**src/rtl/svnet_ram_reader_pkg.sv**
```systemverilog
// Shared types and default sizing for the svnet RAM reader.
// Build option SVNET_RAM_READER_WRAP_EN (see svnet_ram_reader.sv) changes
// addressing only; nothing here depends on it.
package svnet_ram_reader_pkg;

    localparam int RAM_DEPTH = 1024;
    localparam int RAM_AW    = $clog2(RAM_DEPTH);
    localparam int RAM_CW    = $clog2(RAM_DEPTH + 1);

    typedef logic [RAM_AW-1:0] addr_t;
    typedef logic [RAM_CW-1:0] count_t;

    typedef enum logic [1:0] {
        IDLE,
        ISSUE,
        DRAIN
    } state_t;

endpackage

```
**src/rtl/svnet_ram_reader_fifo.sv**
```systemverilog
// Response buffer for the RAM reader: synchronous FIFO with an occupancy
// count, used by the issue side to decide whether another read may go out.
// Push on a full FIFO or pop on an empty one is never requested by the parent.
module svnet_ram_reader_fifo #(
    parameter int DEPTH = 4,
    parameter int W     = 17,
    localparam int PW   = $clog2(DEPTH),
    localparam int UW   = $clog2(DEPTH + 1)
) (
    input  logic          clk,
    input  logic          rst,
    input  logic          push,
    input  logic [W-1:0]  push_data,
    input  logic          pop,
    output logic [W-1:0]  head,
    output logic          empty,
    output logic [UW-1:0] used
);
    logic [W-1:0]  mem [DEPTH];
    logic [PW-1:0] wptr;
    logic [PW-1:0] rptr;

    // Storage array: written on push, contents need no reset.
    always_ff @(posedge clk) begin
        if (push) mem[wptr] <= push_data;
    end

    // Pointers and occupancy count.
    always_ff @(posedge clk) begin
        if (rst) begin
            wptr <= '0;
            rptr <= '0;
            used <= '0;
        end else begin
            if (push) wptr <= wptr + PW'(1);
            if (pop)  rptr <= rptr + PW'(1);
            case ({push, pop})
                2'b10:   used <= used + UW'(1);
                2'b01:   used <= used - UW'(1);
                default: used <= used;
            endcase
        end
    end

    assign head  = mem[rptr];
    assign empty = (used == '0);

endmodule

```
**src/rtl/svnet_ram_reader.sv**
```systemverilog
// svnet RAM reader: turns a (base, count) burst command into paced RAM reads
// and returns the fixed-latency responses as a valid/ready stream with a
// last marker. Reads are only issued while the response FIFO can absorb
// every outstanding response, so a stalled consumer never loses a beat.
// Build option SVNET_RAM_READER_WRAP_EN: addresses wrap modulo DEPTH and
// only counts above DEPTH are rejected; without it a burst running past
// the end of the RAM is rejected as well.
module svnet_ram_reader
    import svnet_ram_reader_pkg::*;
#(
    parameter int DEPTH        = RAM_DEPTH,
    parameter int WIDTH        = 16,
    parameter int READ_LATENCY = 2,
    parameter int ISSUE_GAP    = 2,
    parameter int FIFO_DEPTH   = 4,
    localparam int AW = $clog2(DEPTH),
    localparam int CW = $clog2(DEPTH + 1)
) (
    input  logic             clk,
    input  logic             rst,
    input  logic             cmd_valid,
    output logic             cmd_ready,
    input  logic [AW-1:0]    cmd_base,
    input  logic [CW-1:0]    cmd_count,
    output logic             cmd_error,
    output logic             ram_read,
    output logic [AW-1:0]    ram_read_address,
    input  logic             ram_read_data_valid,
    input  logic [WIDTH-1:0] ram_read_data,
    output logic             out_valid,
    input  logic             out_ready,
    output logic [WIDTH-1:0] out_data,
    output logic             out_last,
    output logic             done
);
    localparam int UW = $clog2(FIFO_DEPTH + 1);
    localparam int GW = $clog2(ISSUE_GAP + 1);
    localparam int LW = $clog2(READ_LATENCY + 1);

    state_t          state;
    state_t          state_nxt;
    logic [CW-1:0]   remaining;
    logic [CW-1:0]   count_r;
    logic [CW-1:0]   beat;
    logic [GW-1:0]   gap;
    logic [UW-1:0]   inflight;
    logic [UW-1:0]   fifo_used;
    logic [LW-1:0]   guard;
    logic [AW-1:0]   addr_nxt;
    logic [WIDTH:0]  fifo_head;
    logic            fifo_empty;
    logic            accept;
    logic            range_bad;
    logic            rsp_ok;
    logic            pop;
    logic            credit_ok;
    logic            push_last;

`ifdef SVNET_RAM_READER_WRAP_EN
    assign range_bad = (cmd_count > CW'(DEPTH));
    assign addr_nxt  = (ram_read_address == AW'(DEPTH - 1)) ? '0 : ram_read_address + AW'(1);
`else
    logic [CW:0] end_sum;
    assign end_sum   = (CW+1)'(cmd_base) + (CW+1)'(cmd_count);
    assign range_bad = (cmd_count > CW'(DEPTH)) || (end_sum > (CW+1)'(DEPTH));
    assign addr_nxt  = ram_read_address + AW'(1);
`endif

    // Commands are taken only in IDLE once responses from before a reset
    // have had time to drain out of the RAM pipeline.
    assign cmd_ready = (state == IDLE) && (guard == '0);
    assign accept    = cmd_valid && cmd_ready;
    // Responses seen while guarding or idle belong to an abandoned burst.
    assign rsp_ok    = ram_read_data_valid && (guard == '0) && (state != IDLE);
    assign pop       = out_valid && out_ready;
    // Every outstanding read must have a FIFO slot reserved for it.
    assign credit_ok = ((UW+1)'(inflight) + (UW+1)'(fifo_used)) < (UW+1)'(FIFO_DEPTH);
    assign push_last = (beat == count_r - CW'(1));

    // Next-state and read-strobe decode.
    always_comb begin
        state_nxt = state;
        ram_read  = 1'b0;
        case (state)
            IDLE: begin
                if (accept && !range_bad && (cmd_count != '0)) state_nxt = ISSUE;
            end
            ISSUE: begin
                ram_read = (remaining != '0) && (gap == '0) && credit_ok;
                if (ram_read && (remaining == CW'(1))) state_nxt = DRAIN;
            end
            DRAIN: begin
                if (pop && out_last) state_nxt = IDLE;
            end
            default: state_nxt = IDLE;
        endcase
    end

    // State register, counters and the registered status pulses.
    always_ff @(posedge clk) begin
        if (rst) begin
            state            <= IDLE;
            guard            <= LW'(READ_LATENCY);
            ram_read_address <= '0;
            remaining        <= '0;
            count_r          <= '0;
            beat             <= '0;
            gap              <= '0;
            inflight         <= '0;
            done             <= 1'b0;
            cmd_error        <= 1'b0;
        end else begin
            state     <= state_nxt;
            cmd_error <= accept && range_bad;
            done      <= (accept && !range_bad && (cmd_count == '0)) || (pop && out_last);
            if (guard != '0) guard <= guard - LW'(1);

            if (accept && !range_bad) begin
                ram_read_address <= cmd_base;
                remaining        <= cmd_count;
                count_r          <= cmd_count;
                beat             <= '0;
            end else begin
                if (ram_read) begin
                    ram_read_address <= addr_nxt;
                    remaining        <= remaining - CW'(1);
                end
                if (rsp_ok) beat <= beat + CW'(1);
            end

            if (ram_read)         gap <= GW'(ISSUE_GAP - 1);
            else if (gap != '0)   gap <= gap - GW'(1);

            case ({ram_read, rsp_ok})
                2'b10:   inflight <= inflight + UW'(1);
                2'b01:   inflight <= inflight - UW'(1);
                default: inflight <= inflight;
            endcase
        end
    end

    svnet_ram_reader_fifo #(
        .DEPTH (FIFO_DEPTH),
        .W     (WIDTH + 1)
    ) u_fifo (
        .clk       (clk),
        .rst       (rst),
        .push      (rsp_ok),
        .push_data ({push_last, ram_read_data}),
        .pop       (pop),
        .head      (fifo_head),
        .empty     (fifo_empty),
        .used      (fifo_used)
    );

    assign out_valid = !fifo_empty;
    assign out_data  = fifo_empty ? '0 : fifo_head[WIDTH-1:0];
    assign out_last  = !fifo_empty && fifo_head[WIDTH];

endmodule

```
**config.mk**
```make
export PLATFORM = sky130hd
export DESIGN_NAME = svnet_ram_reader
export DESIGN_NICKNAME = d
export VERILOG_FILES = /design/src/rtl/svnet_ram_reader_pkg.sv /design/src/rtl/svnet_ram_reader_fifo.sv /design/src/rtl/svnet_ram_reader.sv
export SDC_FILE = /design/constraint.sdc
export NUM_CORES = 1
export LEC_CHECK = 0
export ABC_AREA = 1
export CORE_MARGIN = 2
export CORE_UTILIZATION = 50
export DETAILED_ROUTE_END_ITERATION = 12
export MAX_ROUTING_LAYER = met4
export PLACE_DENSITY = 0.81
export SETUP_SLACK_MARGIN = 0.4
export SLEW_MARGIN = 15
export SYNTH_ARGS = -nofsm -noshare
export SYNTH_HDL_FRONTEND = slang
export SYNTH_HIERARCHICAL = 1
export SYNTH_SLANG_ARGS = --single-unit
export TNS_END_PERCENT = 10
```
**constraint.sdc**
```tcl
create_clock -name clk -period 3.6 [get_ports clk]
set_clock_uncertainty 0.1 [all_clocks]
set_input_delay 0.36 -clock clk [delete_from_list [all_inputs] [get_ports clk]]
set_output_delay 0.36 -clock clk [all_outputs]
set_load 0.01 [all_outputs]
```
After elaboration in Yosys (flattened, before gate mapping)
Memories as Yosys holds them, arrays and structs flattened. A register that Yosys moved wholly into a read port is not among the register bits.
Cells that the tools add are included.
{"block": "word_totals", "elab_cells": 96, "mem_count": 1, "register_bits": 61, "romBits": 0, "ram_bits": 68, "latch_bits": 0}
{"block": "classes", "n_div": 0, "n_lt_le_gt_ge": 3, "n_eq_ne": 11, "multipliers": 0, "addsub": 14, "reduce_logical": 35, "n_shift": 0, "bitwise_logic": 0, "muxes": 18}
{"memory": "u_fifo.mem", "words": 4, "word_bits": 17, "rd": 1, "rd_clocked_by_memory_dff": 1, "wr": 1, "line_no": "svnet_ram_reader_fifo.sv:19", "rtl": "logic [W-1:0] mem [DEPTH];"}
{"op": "11-bit two-way mux", "count": 2}
{"op": "11-bit nonzero test", "count": 2}
{"op": "11-bit by 1-bit subtractor with 11-bit output, second input constant", "count": 2}
{"op": "10-bit two-way mux", "count": 2}
{"op": "16-bit two-way mux", "count": 1}
{"op": "1-bit logical AND", "count": 14}
{"op": "2-bit nonzero test", "count": 7}
{"op": "10-bit by 11-bit adder with 12-bit output", "count": 1}
{"op": "12-bit by 11-bit > comparator with 1-bit output, second input constant", "count": 1}
{"op": "3-bit one-hot mux with 2 select lines", "count": 2}
{"op": "11-bit by 1-bit adder with 11-bit output, second input constant", "count": 1}
{"op": "11-bit by 1-bit equality test with 1-bit output, second input constant", "count": 1}
{"op": "11-bit equality test", "count": 1}
{"op": "11-bit > comparator, second input constant", "count": 1}
{"op": "11-bit logical NOT", "count": 1}
{"op": "10-bit by 1-bit adder with 10-bit output, second input constant", "count": 1}
{"op": "2-bit two-way mux", "count": 5}
{"op": "3-bit by 1-bit adder with 3-bit output, second input constant", "count": 2}
{"op": "2-bit by 1-bit equality test with 1-bit output, second input constant", "count": 3}
{"op": "2-bit equality test, second input constant", "count": 3}
{"op": "2-bit logical NOT", "count": 3}
{"op": "2-bit one-hot mux with 3 select lines", "count": 1}
{"op": "3-bit by 1-bit subtractor with 3-bit output, second input constant", "count": 2}
{"op": "1-bit two-way mux", "count": 5}
{"op": "other kinds (11)", "count": 17}

Longest topological paths before layout
{"block": "logic_depth", "depth_word": 8, "mapped_depth": 19, "depth_no_buf": 19}

By module
Netlist, hierarchy kept.
{"mod": "svnet_ram_reader", "area_per_inst_um2": 3844.9, "n_inst": 1, "seq_area_each_um2": 1081.0, "cells_per_inst": 604}
{"mod": "svnet_ram_reader_fifo", "area_per_inst_um2": 3020.4, "n_inst": 1, "seq_area_each_um2": 2222.1, "cells_per_inst": 221}

Least setup slack after synthesis
Ideal clock, no wire load.
{"block": "synth_path", "path_kind": "register -> register", "startpoint": "register remaining[0]", "endpoint": "register inflight[2]", "period_less_slack_ns": 2.596, "stages_incl_launch_ff": 17, "arrival_ns": 2.374, "setup_slack_ns": 1.004, "setup_ns": 0.122, "path_cell_list": "dfxtp_1 inv_1 ha_1 nand2_1 nor2_1 nand2_1 o211ai_1 nor2_1 inv_1 buf_2 ha_1 inv_1 fa_1 a21oi_1 o21ai_0 o21ai_0 a21oi_1"}
{"block": "synth_between", "elab_chain_cells": 6}
{"item": "start, declared", "line_no": "svnet_ram_reader.sv:42", "rtl": "logic [CW-1:0] remaining;"}
{"item": "start signal, assigned", "line_no": "svnet_ram_reader.sv:120", "rtl": "remaining <= cmd_count;"}
{"item": "start signal, assigned", "line_no": "svnet_ram_reader.sv:126", "rtl": "remaining <= remaining - CW'(1);"}
{"item": "11-bit nonzero test *", "line_no": "svnet_ram_reader.sv:89", "rtl": "ram_read = (remaining != '0) && (gap == '0) && credit_ok;"}
{"item": "1-bit logical AND * (2 in a row)", "line_no": "svnet_ram_reader.sv:89"}
{"item": "1-bit two-way mux *", "line_no": "svnet_ram_reader.sv:84", "rtl": "case (state)"}
{"item": "2-bit by 1-bit equality test with 1-bit output / 2-bit equality test (equally long branches)", "line_no": "svnet_ram_reader.sv:134", "rtl": "case ({ram_read, rsp_ok})"}
{"item": "3-bit one-hot mux with 2 select lines / 2-bit nonzero test (equally long branches)"}
{"item": "end signal, assigned", "line_no": "svnet_ram_reader.sv:135", "rtl": "2'b10: inflight <= inflight + UW'(1);"}
{"item": "end signal, assigned", "line_no": "svnet_ram_reader.sv:136", "rtl": "2'b01: inflight <= inflight - UW'(1);"}
{"item": "end signal, assigned", "line_no": "svnet_ram_reader.sv:137", "rtl": "default: inflight <= inflight;"}
{"item": "end, declared", "line_no": "svnet_ram_reader.sv:46", "rtl": "logic [UW-1:0] inflight;"}
Mark *: on every way between the ends. The rest lies on a longest branch, timed or not.
A chain may end at the register's enable or synchronous reset.

Worst setup path in the final report
{"block": "layout_path", "startpoint": "input port cmd_count[0]", "endpoint": "register count_r[1]"}
{"block": "layout_between", "elab_chain_cells": 5}
{"item": "start, declared", "line_no": "svnet_ram_reader.sv:24", "rtl": "input logic [CW-1:0] cmd_count,"}
{"item": "10-bit by 11-bit adder with 12-bit output", "line_no": "svnet_ram_reader.sv:64", "rtl": "assign end_sum = (CW+1)'(cmd_base) + (CW+1)'(cmd_count);"}
{"item": "12-bit by 11-bit > comparator with 1-bit output", "line_no": "svnet_ram_reader.sv:65", "rtl": "assign range_bad = (cmd_count > CW'(DEPTH)) || (end_sum > (CW+1)'(DEPTH));"}
{"item": "1-bit logical OR *", "line_no": "svnet_ram_reader.sv:65"}
{"item": "1-bit logical NOT *", "line_no": "svnet_ram_reader.sv:118", "rtl": "if (accept && !range_bad) begin"}
{"item": "1-bit logical AND *", "line_no": "svnet_ram_reader.sv:118"}
{"item": "end signal, assigned", "line_no": "svnet_ram_reader.sv:121", "rtl": "count_r <= cmd_count;"}
{"item": "end, declared", "line_no": "svnet_ram_reader.sv:43", "rtl": "logic [CW-1:0] count_r;"}
Marked as above.

==> flow_metrics.env <==
export IMPL_holdCritPathClass="reg -> reg"
export IMPL_synthCells=825
export IMPL_end_kind="flip-flop"
export IMPL_placedInstanceArea_sq_um=7720
export IMPL_rsz0062_at_grt="false"
export IMPL_yosys_area_share_simple_pct=23.0
export IMPL_drc_errors=0
export IMPL_synth_edff_count=68
export IMPL_fmax_mhz=340
export IMPL_antenna_found_initial=0
export IMPL_crit_path_start_kind="primary input"
export IMPL_cp_required_ns=3.78
export IMPL_die_area_sq_um=14700
export IMPL_start_util_pct=51.4
export IMPL_vias_per_cell=5.21
export IMPL_tightest_slew_ns=0.817
export IMPL_min_period_ns=2.94
export IMPL_hold_viol=0
export IMPL_regArea_sq_um=3300
export IMPL_num_fill_cells=1088
export IMPL_critical_path_buf_inv_count=4
export IMPL_cts_root_buf="clkbuf_16"
export IMPL_place_congestion=0.917
export IMPL_area_growth_pct=20.8
export IMPL_async_flop_share_pct=0
export IMPL_place_port_buffers=73
export IMPL_num_antenna_cells=0
export IMPL_final_util_pct=62.1
export IMPL_rows=42
export IMPL_power_density_nw_per_um2=526
export IMPL_first_iter_violations=516
export IMPL_slowest_stage="clkdlybuf4s50_1"
export IMPL_dp_cells=1059
export IMPL_syn_area_sq_um=6870
export IMPL_power_total_mw=4.36
export IMPL_final_cell_area_sq_um=8290
export IMPL_path_cells="clkdlybuf4s50_1 > ha_1 > inv_1 > fa_1 > inv_1 > nand2_1 > nand2_1 > nand4_1 > nand3_1 > nand3_1 > nor2_1 > nand2_1 > nand2_2 > nand3_4 > nand2_2 > buf_4 > o21ai_0"
export IMPL_maxCapViolCount=0
export IMPL_synth_compound_area_share_pct=10.9
export IMPL_core_sq_um=13300
export IMPL_cts_sinks=131
export IMPL_routed_wl_um=15000
export IMPL_synthFlopType="edfxtp_1"
export IMPL_stdcell_count=1091
export IMPL_postCtsHoldBufs=0
export IMPL_p_leak_nw=3.49
export IMPL_cpPeakStageDelay_ns=0.54
export IMPL_synth_top_family_by_area="simple AND/OR/NAND/NOR gates"
export IMPL_cts_made_buffers=17
export IMPL_slew_headroom_pct=45.5
export IMPL_drive_gt1_share_pct=6.56
export IMPL_track_usage_pct=22.2
export IMPL_clock_path_buffers=2
export IMPL_clk_latency_ns=0.41
export IMPL_synthMuxAreaShare_pct=0
export IMPL_layout_setup_ws_ns=0.659
export IMPL_die_h_um=121
export IMPL_cts_resized=0
export IMPL_fin_crit_sh_pct=81.7
export IMPL_routedWlPerCell_um=13.7
export IMPL_vias=5683
export IMPL_cp_data_arrival_time_ns=3.12
export IMPL_setup_viol=0
export IMPL_cts_setup_buffers=0
export IMPL_clk_pin_slew_ns=0.05
export IMPL_cts_tree="built"
export IMPL_io_pins=74
export IMPL_syn_nets=895
export IMPL_tns_ns=0
export IMPL_nets=972
export IMPL_htree_levels=4
export IMPL_grt_pass1_wl_um=25000
export IMPL_holdWs_ns=0.335
export IMPL_grt_overflow=0
export IMPL_synth_xor_area_share_pct=3.44
export IMPL_multi_input_area_sq_um=2940
export IMPL_grt_max_degree=35
export IMPL_dp_hpwl_um=10600
export IMPL_path_common_cell="nand2_1"
export IMPL_die_w_um=121
export IMPL_max_vdd_ir_drop_v=0.000339
export IMPL_yosysUniqueCellTypes=40
export IMPL_crit_fanout=13
export IMPL_final_antenna_net_count=0
export IMPL_pre_cts_slack_ns=0.285
export IMPL_ys_seq_area_share_pct=48.1
export IMPL_critical_path_top_delay_family="simple AND/OR/NAND/NOR gates"
export IMPL_synth_seq_cells=131
export IMPL_outcome="finished, final reports clean"
export IMPL_ys_warn_count=6
export IMPL_avgSynthCellArea_sq_um=8.32
export IMPL_path_class="in -> reg"
export IMPL_drv_slew=0
export IMPL_firstDrtPassIters=5
export IMPL_grt_pass1_vias=5308
export IMPL_synthAdderAreaFrac_pct=5.43
-- flip-flops by register name, indices dropped and copies added (netlist names), named ones only --
register,count
u_fifo/mem,68
guard,2
inflight,3
u_fifo/wptr,2
remaining,11
ram_read_address,10
done,1
u_fifo/rptr,2
cmd_error,1
beat,11
gap,2
state,2
count_r,11
u_fifo/used,3
-- power breakdown --
part	total (mW)	switching, mW	internal [mW]
sequential	1.70	0.0629	1.63
clock	1.64	0.624	1.02
combinational	1.03	0.582	0.444
total	4.36	1.27	3.10
-- routing by layer --
layer  global-route usage [%]  vias to the layer above  part of all wire, %
met5                        -                        -                    0
met4                     7.90                        0                  1.7
met3                     4.14                       28                  4.9
met2                     35.6                      151                   48
met1                     28.2                     2606                   45
li1                         -                     2898                    -
-- layout by cell type (no fill, tap or decap), types with 2 or more instances in the layout --
cell type        netlist  layout
nand2_1              147     147
inv_1                111     111
nor2_1               111     111
clkdlybuf4s50_1        0      73
edfxtp_1              68      68
dfxtp_1               63      63
nand3_1               61      61
o21ai_0               38      38
a21oi_1               36      36
ha_1                  25      25
nand4_1               23      23
xor2_1                20      20
o22ai_1               19      19
clkbuf_16              0      17
o21ai_1               14      14
buf_4                  4      11
o21ai_2               10      10
nor3_1                 8       7
xnor2_1                7       7
nor3b_1                5       5
inv_2                  4       4
clkinvlp_4             0       4
nand3b_1               3       3
fa_1                   3       3
clkinv_4               0       3
clkbuf_1               7       3
o211ai_1               2       2
o31ai_1                2       2
a211oi_1               2       2
o21bai_1               2       2
a31oi_1                2       2
nand2_2                2       2
clkinv_1               1       2
nor3_2                 1       2
o21a_1                 2       2
bufinv_16              0       2
-- Yosys cell counts, drive strengths merged (2+ instances only) --
| library cell | n | area share (%) |
|---|---|---|
| xor2 | 20 | 2.6 |
| xnor2 | 7 | 0.89 |
| o22ai | 19 | 1.7 |
| inv | 116 | 6.4 |
| o31ai | 2 | 0.22 |
| nor3b | 5 | 0.55 |
| nand4 | 23 | 2.1 |
| fa | 3 | 0.87 |
| o21ai | 62 | 5.1 |
| edfxtp | 68 | 30 |
| nand3 | 62 | 4.7 |
| a211oi | 2 | 0.22 |
| a31oi | 2 | 0.18 |
| a21oi | 36 | 2.6 |
| o21a | 2 | 0.22 |
| buf | 19 | 2.3 |
| o21bai | 2 | 0.22 |
| nand2 | 149 | 8.2 |
| o211ai | 2 | 0.22 |
| clkbuf | 7 | 0.38 |
| nor3 | 9 | 0.73 |
| ha | 25 | 4.6 |
| nand3b | 3 | 0.33 |
| dfxtp | 63 | 18 |
| nor2 | 111 | 6.1 |
-- path summary, 6_finish.rpt --
kind	startpoint	to	slack, ns	cells past startpoint
worst max-delay path	cmd_count[0]	count_r[1]$_SDFFE_PP0P_	0.66	17
worst min-delay path	u_fifo/rptr[1]$_SDFFE_PP0P_	flip-flop	0.33	1
worst max register to register	remaining[0]$_SDFFE_PP0P_	inflight[2]$_SDFFE_PP0P_	0.84	16
worst min register to register	u_fifo/rptr[1]$_SDFFE_PP0P_	flip-flop	0.33	1
-- area by class of cell --
type | count | share of cell area [%]
timing repair buffer | 84 | 9.81
multi-input combinational | 551 | 35.5
sequential | 131 | 39.8
clock buffer | 20 | 5.27
clock inverter | 12 | 1.61
tap | 176 | 2.66
inverter | 117 | 5.33
-- logic make-up after synthesis --
family,count (synthesis)
buffers and inverters,143
AND/OR/NAND/NOR,365
flip-flops,131
adder cells (fa/ha/maj),28
XOR/XNOR,27
AO/OA/AOI/OAI,131
Note: power is estimated with default switching activity, not from simulation.
